### config.mk
export PLATFORM = sky130hd
export DESIGN_NAME = sysid_regbank_flat
export DESIGN_NICKNAME = d
export VERILOG_FILES = /design/src/rtl/sysid_regbank_if.sv /design/src/rtl/sysid_regbank.sv /design/src/flat_wrapper.sv
export SDC_FILE = /design/constraint.sdc
export NUM_CORES = 1
export LEC_CHECK = 0
export ABC_AREA = 1
export BUFFER_PORTS_ARGS = -buffer_cell sky130_fd_sc_hd__buf_2
export CAP_MARGIN = 20
export CORE_MARGIN = 4
export CORE_UTILIZATION = 55
export DETAILED_ROUTE_END_ITERATION = 6
export PLACE_DENSITY = 0.76
export SETUP_SLACK_MARGIN = 0.2
export SLEW_MARGIN = 0
export SYNTH_ARGS = -nofsm -noshare
export SYNTH_HDL_FRONTEND = slang
export SYNTH_SLANG_ARGS = --single-unit
### constraint.sdc
create_clock -name clock -period 1.6 [get_ports clock]
set_input_delay 0.16 -clock clock [delete_from_list [all_inputs] [get_ports clock]]
set_output_delay 0.16 -clock clock [all_outputs]
set_load 0.1 [all_outputs]
### src/rtl/sysid_regbank_if.sv
// Avalon-MM slave bus for the system ID register bank.
// Fixed read latency of one cycle, so the bus has no waitrequest.
interface sysid_regbank_if #(
  parameter int ADDR_W = 4
);
  logic [ADDR_W-1:0] address;
  logic              read;
  logic              write;
  logic [3:0]        byteenable;
  logic [31:0]       writedata;
  logic [31:0]       readdata;
  logic              readdatavalid;

  modport master (
    output address, read, write, byteenable, writedata,
    input  readdata, readdatavalid
  );

  modport slave (
    input  address, read, write, byteenable, writedata,
    output readdata, readdatavalid
  );
endinterface

### src/rtl/sysid_regbank.sv
// System ID register bank: ID/timestamp words, a 64-bit uptime counter with
// LO-read-triggered HI snapshot, a CTRL register and byte-writable scratch words.
module sysid_regbank #(
  parameter logic [31:0] ID_VALUE    = 32'h63A27496,
  parameter logic [31:0] TIMESTAMP   = 32'h00000000,
  parameter int          NUM_SCRATCH = 4,
  parameter int          ADDR_W      = 4
) (
  input  logic           clock,
  input  logic           reset_n,
  sysid_regbank_if.slave bus
);
  localparam logic [31:0] A_ID     = 32'd0;
  localparam logic [31:0] A_TSTAMP = 32'd1;
  localparam logic [31:0] A_UP_LO  = 32'd2;
  localparam logic [31:0] A_UP_HI  = 32'd3;
  localparam logic [31:0] A_CTRL   = 32'd4;
  localparam logic [31:0] A_SCR0   = 32'd5;

  logic [63:0] uptime_q, uptime_d;
  logic [31:0] snap_hi_q, snap_hi_d;
  logic        freeze_q, freeze_d;
  logic [31:0] scratch_q [NUM_SCRATCH];
  logic [31:0] scratch_d [NUM_SCRATCH];
  logic [31:0] readdata_q, readdata_d;
  logic        readdatavalid_q, readdatavalid_d;

  logic [ADDR_W-1:0] addr_w;
  logic [31:0]       addr_u;
  logic              rd_fire;
  logic              wr_ctrl;
  logic              clear_pulse;
  logic [31:0]       rd_word;

  assign addr_w = bus.address;
  assign addr_u = 32'(addr_w);

  always_comb begin
    // A write always wins over a simultaneous read; the read is dropped.
    rd_fire     = bus.read && !bus.write;
    wr_ctrl     = bus.write && (addr_u == A_CTRL) && bus.byteenable[0];
    clear_pulse = wr_ctrl && bus.writedata[1];
    freeze_d    = wr_ctrl ? bus.writedata[0] : freeze_q;

    if (clear_pulse) begin
      uptime_d = '0;
    end else if (!freeze_q) begin
      uptime_d = uptime_q + 64'd1;
    end else begin
      uptime_d = uptime_q;
    end

    scratch_d = scratch_q;
    for (int i = 0; i < NUM_SCRATCH; i++) begin
      for (int b = 0; b < 4; b++) begin
        if (bus.write && (addr_u == A_SCR0 + 32'(i)) && bus.byteenable[b]) begin
          scratch_d[i][8*b +: 8] = bus.writedata[8*b +: 8];
        end
      end
    end

    rd_word = '0;
    case (addr_u)
      A_ID:     rd_word = ID_VALUE;
      A_TSTAMP: rd_word = TIMESTAMP;
      A_UP_LO:  rd_word = uptime_q[31:0];
      A_UP_HI:  rd_word = snap_hi_q;
      A_CTRL:   rd_word = {31'b0, freeze_q};
      default: begin
        for (int i = 0; i < NUM_SCRATCH; i++) begin
          if (addr_u == A_SCR0 + 32'(i)) begin
            rd_word = scratch_q[i];
          end
        end
      end
    endcase

    // HI is captured from the same counter value the LO read returns.
    snap_hi_d       = (rd_fire && (addr_u == A_UP_LO)) ? uptime_q[63:32] : snap_hi_q;
    readdata_d      = rd_fire ? rd_word : readdata_q;
    readdatavalid_d = rd_fire;
  end

  always_ff @(posedge clock or negedge reset_n) begin
    if (!reset_n) begin
      uptime_q        <= '0;
      snap_hi_q       <= '0;
      freeze_q        <= 1'b0;
      readdata_q      <= '0;
      readdatavalid_q <= 1'b0;
      for (int i = 0; i < NUM_SCRATCH; i++) begin
        scratch_q[i] <= '0;
      end
    end else begin
      uptime_q        <= uptime_d;
      snap_hi_q       <= snap_hi_d;
      freeze_q        <= freeze_d;
      readdata_q      <= readdata_d;
      readdatavalid_q <= readdatavalid_d;
      for (int i = 0; i < NUM_SCRATCH; i++) begin
        scratch_q[i] <= scratch_d[i];
      end
    end
  end

  assign bus.readdata      = readdata_q;
  assign bus.readdatavalid = readdatavalid_q;
endmodule

### src/flat_wrapper.sv
// flat-port wrapper written by rule: the top's interface ports become plain ports
module sysid_regbank_flat 
#(
  parameter logic [31:0] ID_VALUE    = 32'h63A27496,
  parameter logic [31:0] TIMESTAMP   = 32'h00000000,
  parameter int          NUM_SCRATCH = 4,
  parameter int          ADDR_W      = 4
)
  (clock, reset_n, bus_address, bus_read, bus_write, bus_byteenable, bus_writedata, bus_readdata, bus_readdatavalid);
  sysid_regbank_if #(.ADDR_W(ADDR_W)) bus_i ();
  input  logic clock;
  input  logic reset_n;
  input wire logic [$bits(bus_i.address)-1:0] bus_address;
  input wire logic [$bits(bus_i.read)-1:0] bus_read;
  input wire logic [$bits(bus_i.write)-1:0] bus_write;
  input wire logic [$bits(bus_i.byteenable)-1:0] bus_byteenable;
  input wire logic [$bits(bus_i.writedata)-1:0] bus_writedata;
  output wire logic [$bits(bus_i.readdata)-1:0] bus_readdata;
  output wire logic [$bits(bus_i.readdatavalid)-1:0] bus_readdatavalid;
  assign bus_i.address = bus_address;
  assign bus_i.read = bus_read;
  assign bus_i.write = bus_write;
  assign bus_i.byteenable = bus_byteenable;
  assign bus_i.writedata = bus_writedata;
  assign bus_readdata = bus_i.readdata;
  assign bus_readdatavalid = bus_i.readdatavalid;
  sysid_regbank #(.ID_VALUE(ID_VALUE), .TIMESTAMP(TIMESTAMP), .NUM_SCRATCH(NUM_SCRATCH), .ADDR_W(ADDR_W)) u_core (.clock(clock), .reset_n(reset_n), .bus(bus_i));
endmodule
==> flow_metrics.env <==
export IMPL_violations="setup timing"
export IMPL_synth_area_per_cell_um2=7.44
export IMPL_diodes=0
export IMPL_grtUsageTotal_pct=33.6
export IMPL_routabilityCongestion=1.02
export IMPL_hpwl_mm=30.0
export IMPL_firstDrtPassIters=6
export IMPL_nets=2051
export IMPL_hold_viol=0
export IMPL_syn_cell_area_um2=12700
export IMPL_synth_top_area_cell="dfrtp_1"
export IMPL_cap_viol_max_count=0
export IMPL_synth_edff_count=0
export IMPL_cts_root_buf="clkbuf_16"
export IMPL_worstSetupEndpointType="flop"
export IMPL_critPathKind="reg -> reg"
export IMPL_cp_max_fo=4
export IMPL_htreeDepth=1
export IMPL_port_buffers=76
export IMPL_synth_nets=1759
export IMPL_row_count=55
export IMPL_fin_cells=2312
export IMPL_async_flop_share_pct=100
export IMPL_ys_flop_type="dfrtp_1"
export IMPL_final_cell_mix="nand2_1 (464), dfrtp_1 (247), o21ai_0 (202)"
export IMPL_setup_ws_ns=-0.285
export IMPL_mostFrequentLayoutCell="nand2_1"
export IMPL_post_route_util_pct=78.9
export IMPL_grt_pass1_vias=13000
export IMPL_dp_cells=2191
export IMPL_start_util_pct=56.1
export IMPL_ir_drop_mv=0.947
export IMPL_die_y_um=160
export IMPL_status="finished with violations"
export IMPL_synth_seq_area_share_pct=50.7
export IMPL_synthCells=1714
export IMPL_cts_sinks=258
export IMPL_grt_max_degree=62
export IMPL_synthDistinctLibCells=37
export IMPL_synth_area_top_cells="dfrtp_1 (51%), nand2_1 (16%), o21ai_0 (8.9%)"
export IMPL_yosys_warnings=0
export IMPL_coreArea_um2=22700
export IMPL_slew_violations=0
export IMPL_grt_pass1_wl_mm=69.4
export IMPL_fmax_mhz=530
export IMPL_hold_path_class="in -> reg"
export IMPL_cts_buffer_depth=3
export IMPL_rsz0062_at_grt="true"
export IMPL_die_x_um=160
export IMPL_slew_headroom_pct=65.9
export IMPL_synth_top_area_share_pct=50.7
export IMPL_power_leakage_nw=8.55
export IMPL_syn_to_final_growth_pct=40.6
export IMPL_insertion_delay_ns=0.55
export IMPL_drc=0
export IMPL_drt_total_wl_mm=47.6
export IMPL_worstPathRequired_ns=2.04
export IMPL_grt_overflow=0
export IMPL_drt_iter0_markers=1983
export IMPL_ios=77
export IMPL_synth_ff_latch_count=258
export IMPL_clk_pin_slew_worst_paths_ns=0.07
export IMPL_skew_ns=0.0105
export IMPL_crit_path_start_kind="flop"
export IMPL_vias=14100
export IMPL_worst_pin_slew_ns=0.511
export IMPL_final_setup_viol_count=56
export IMPL_power_density_nw_per_um2=1130
export IMPL_route_antenna_remaining_nets=0
export IMPL_fin_crit_ns=1.89
export IMPL_critPathArrivalTime_ns=2.32
export IMPL_wl_per_cell_um=20.6
export IMPL_die_area_um2=25700
export IMPL_layout_drive_gt1_share_pct=29.8
export IMPL_period_share_pct=118
export IMPL_antenna_found_initial=0
export IMPL_cts_tree="built"
export IMPL_cts_buffers=28
export IMPL_via_per_inst=6.08
[sequential cells by signal, indices dropped and copies added, names as in the netlist]
| name | count |
|---|---|
| u_core.bus.readdata | 32 |
| u_core.freeze_q | 1 |
| u_core.uptime_q | 64 |
| u_core.bus.readdatavalid | 1 |
| u_core.scratch_q | 128 |
| u_core.snap_hi_q | 32 |
[cell type report]
cell class,instances,area (µm²)
fillers,1404,4790
clock inverters,18,234
repair buffers,327,2880
clock buffers,33,751
flip-flops and latches,258,6470
multi-input cells,1237,6640
inverters,154,591
well taps,285,357
[logic make-up after synthesis]
kind of cell,after synthesis,synth area share (%)
buffers and inverters,219,6.59
AO/OA/AOI/OAI,287,11.6
flip-flops,258,50.7
XOR/XNOR,1,0.0687
AND/OR/NAND/NOR,948,31.0
adder cells (fa/ha/maj),1,0.0981
[power breakdown]
group	switching [W]	internal (W)	leakage (nW)
sequential	0.000815	0.00756	3.31
combinational	0.00309	0.00180	4.76
clock	0.00284	0.00417	0.479
[synth_stat cells (4+ instances only)]
| library cell | number |
|---|---|
| dfrtp_1 | 258 |
| nand2_1 | 535 |
| a21oi_1 | 36 |
| o21ai_1 | 9 |
| nor2_1 | 180 |
| inv_1 | 151 |
| nor3_1 | 30 |
| buf_2 | 5 |
| nand3_1 | 139 |
| buf_1 | 4 |
| clkbuf_1 | 54 |
| o21ai_0 | 226 |
| a31oi_1 | 4 |
| nand4_1 | 46 |
[routing by layer]
metal / vias to the layer above / global-route usage, % / wire length [µm]
met5: - / 0 / 0
met4: 0 / 12.2 / 2870
met3: 247 / 5.29 / 4830
met2: 971 / 53.9 / 21700
met1: 6668 / 46.8 / 18100
li1: 6172 / - / -
[repair_timing]
action | 4_1_cts | 5_1_grt
pin swaps | 47 | 76
hold buffers | 33 | 0
setup endpoints to repair | 88 | 72
hold endpoints to repair | 384 | 0
setup buffers | 16 | 21
gates resized for setup | 208 | 232
[worst paths after layout]
kind | slack [ns] | end | cells after the start | start
max in group asynchronous | 0.85 | u_core.snap_hi_q[15]$_DFFE_PN0P_ | 3 | reset_n
min in group asynchronous | 0.09 | u_core.scratch_q[68]$_DFFE_PN0P_ | 2 | reset_n
worst min-delay path | 0.07 | u_core.scratch_q[125]$_DFFE_PN0P_ | 3 | bus_byteenable[3]
worst min register to register | 0.48 | u_core.bus.readdata[18]$_DFFE_PN0P_ | 2 | u_core.bus.readdata[18]$_DFFE_PN0P_
worst max register to register | -0.29 | u_core.uptime_q[49]$_DFFE_PN0P_ | 10 | u_core.uptime_q[8]$_DFFE_PN0P_
worst max-delay path | -0.29 | u_core.uptime_q[49]$_DFFE_PN0P_ | 10 | u_core.uptime_q[8]$_DFFE_PN0P_
[through the flow]
stage          hold slack (ns)  area (µm²)  worst slack [ns]  power [W]  setup TNS (ns)
4_1_cts                 0.0532       17000           -0.0402     0.0194          -0.300
2_1_floorplan           -0.136       12800             0.106     0.0104               0
3_5_place_dp            0.0622       14900            -0.226     0.0120           -5.97
3_3_place_gp            0.0627       14900            -0.189     0.0118           -2.12
5_1_grt                 0.0945       17900            -0.427     0.0210           -9.74
6_report                0.0685       17900            -0.285     0.0203           -5.37
[worst max-delay path, stage by stage, from the launching register on]
cell     delay, ns
dfrtp_1       0.43
nand2_2       0.12
nor2_4        0.20
buf_4         0.14
buf_6         0.11
nand2_2       0.11
nor3_4        0.29
buf_6         0.15
nand3_1       0.07
nand4_1       0.09
nand2_1       0.05
(Power assumes the default switching activity.)
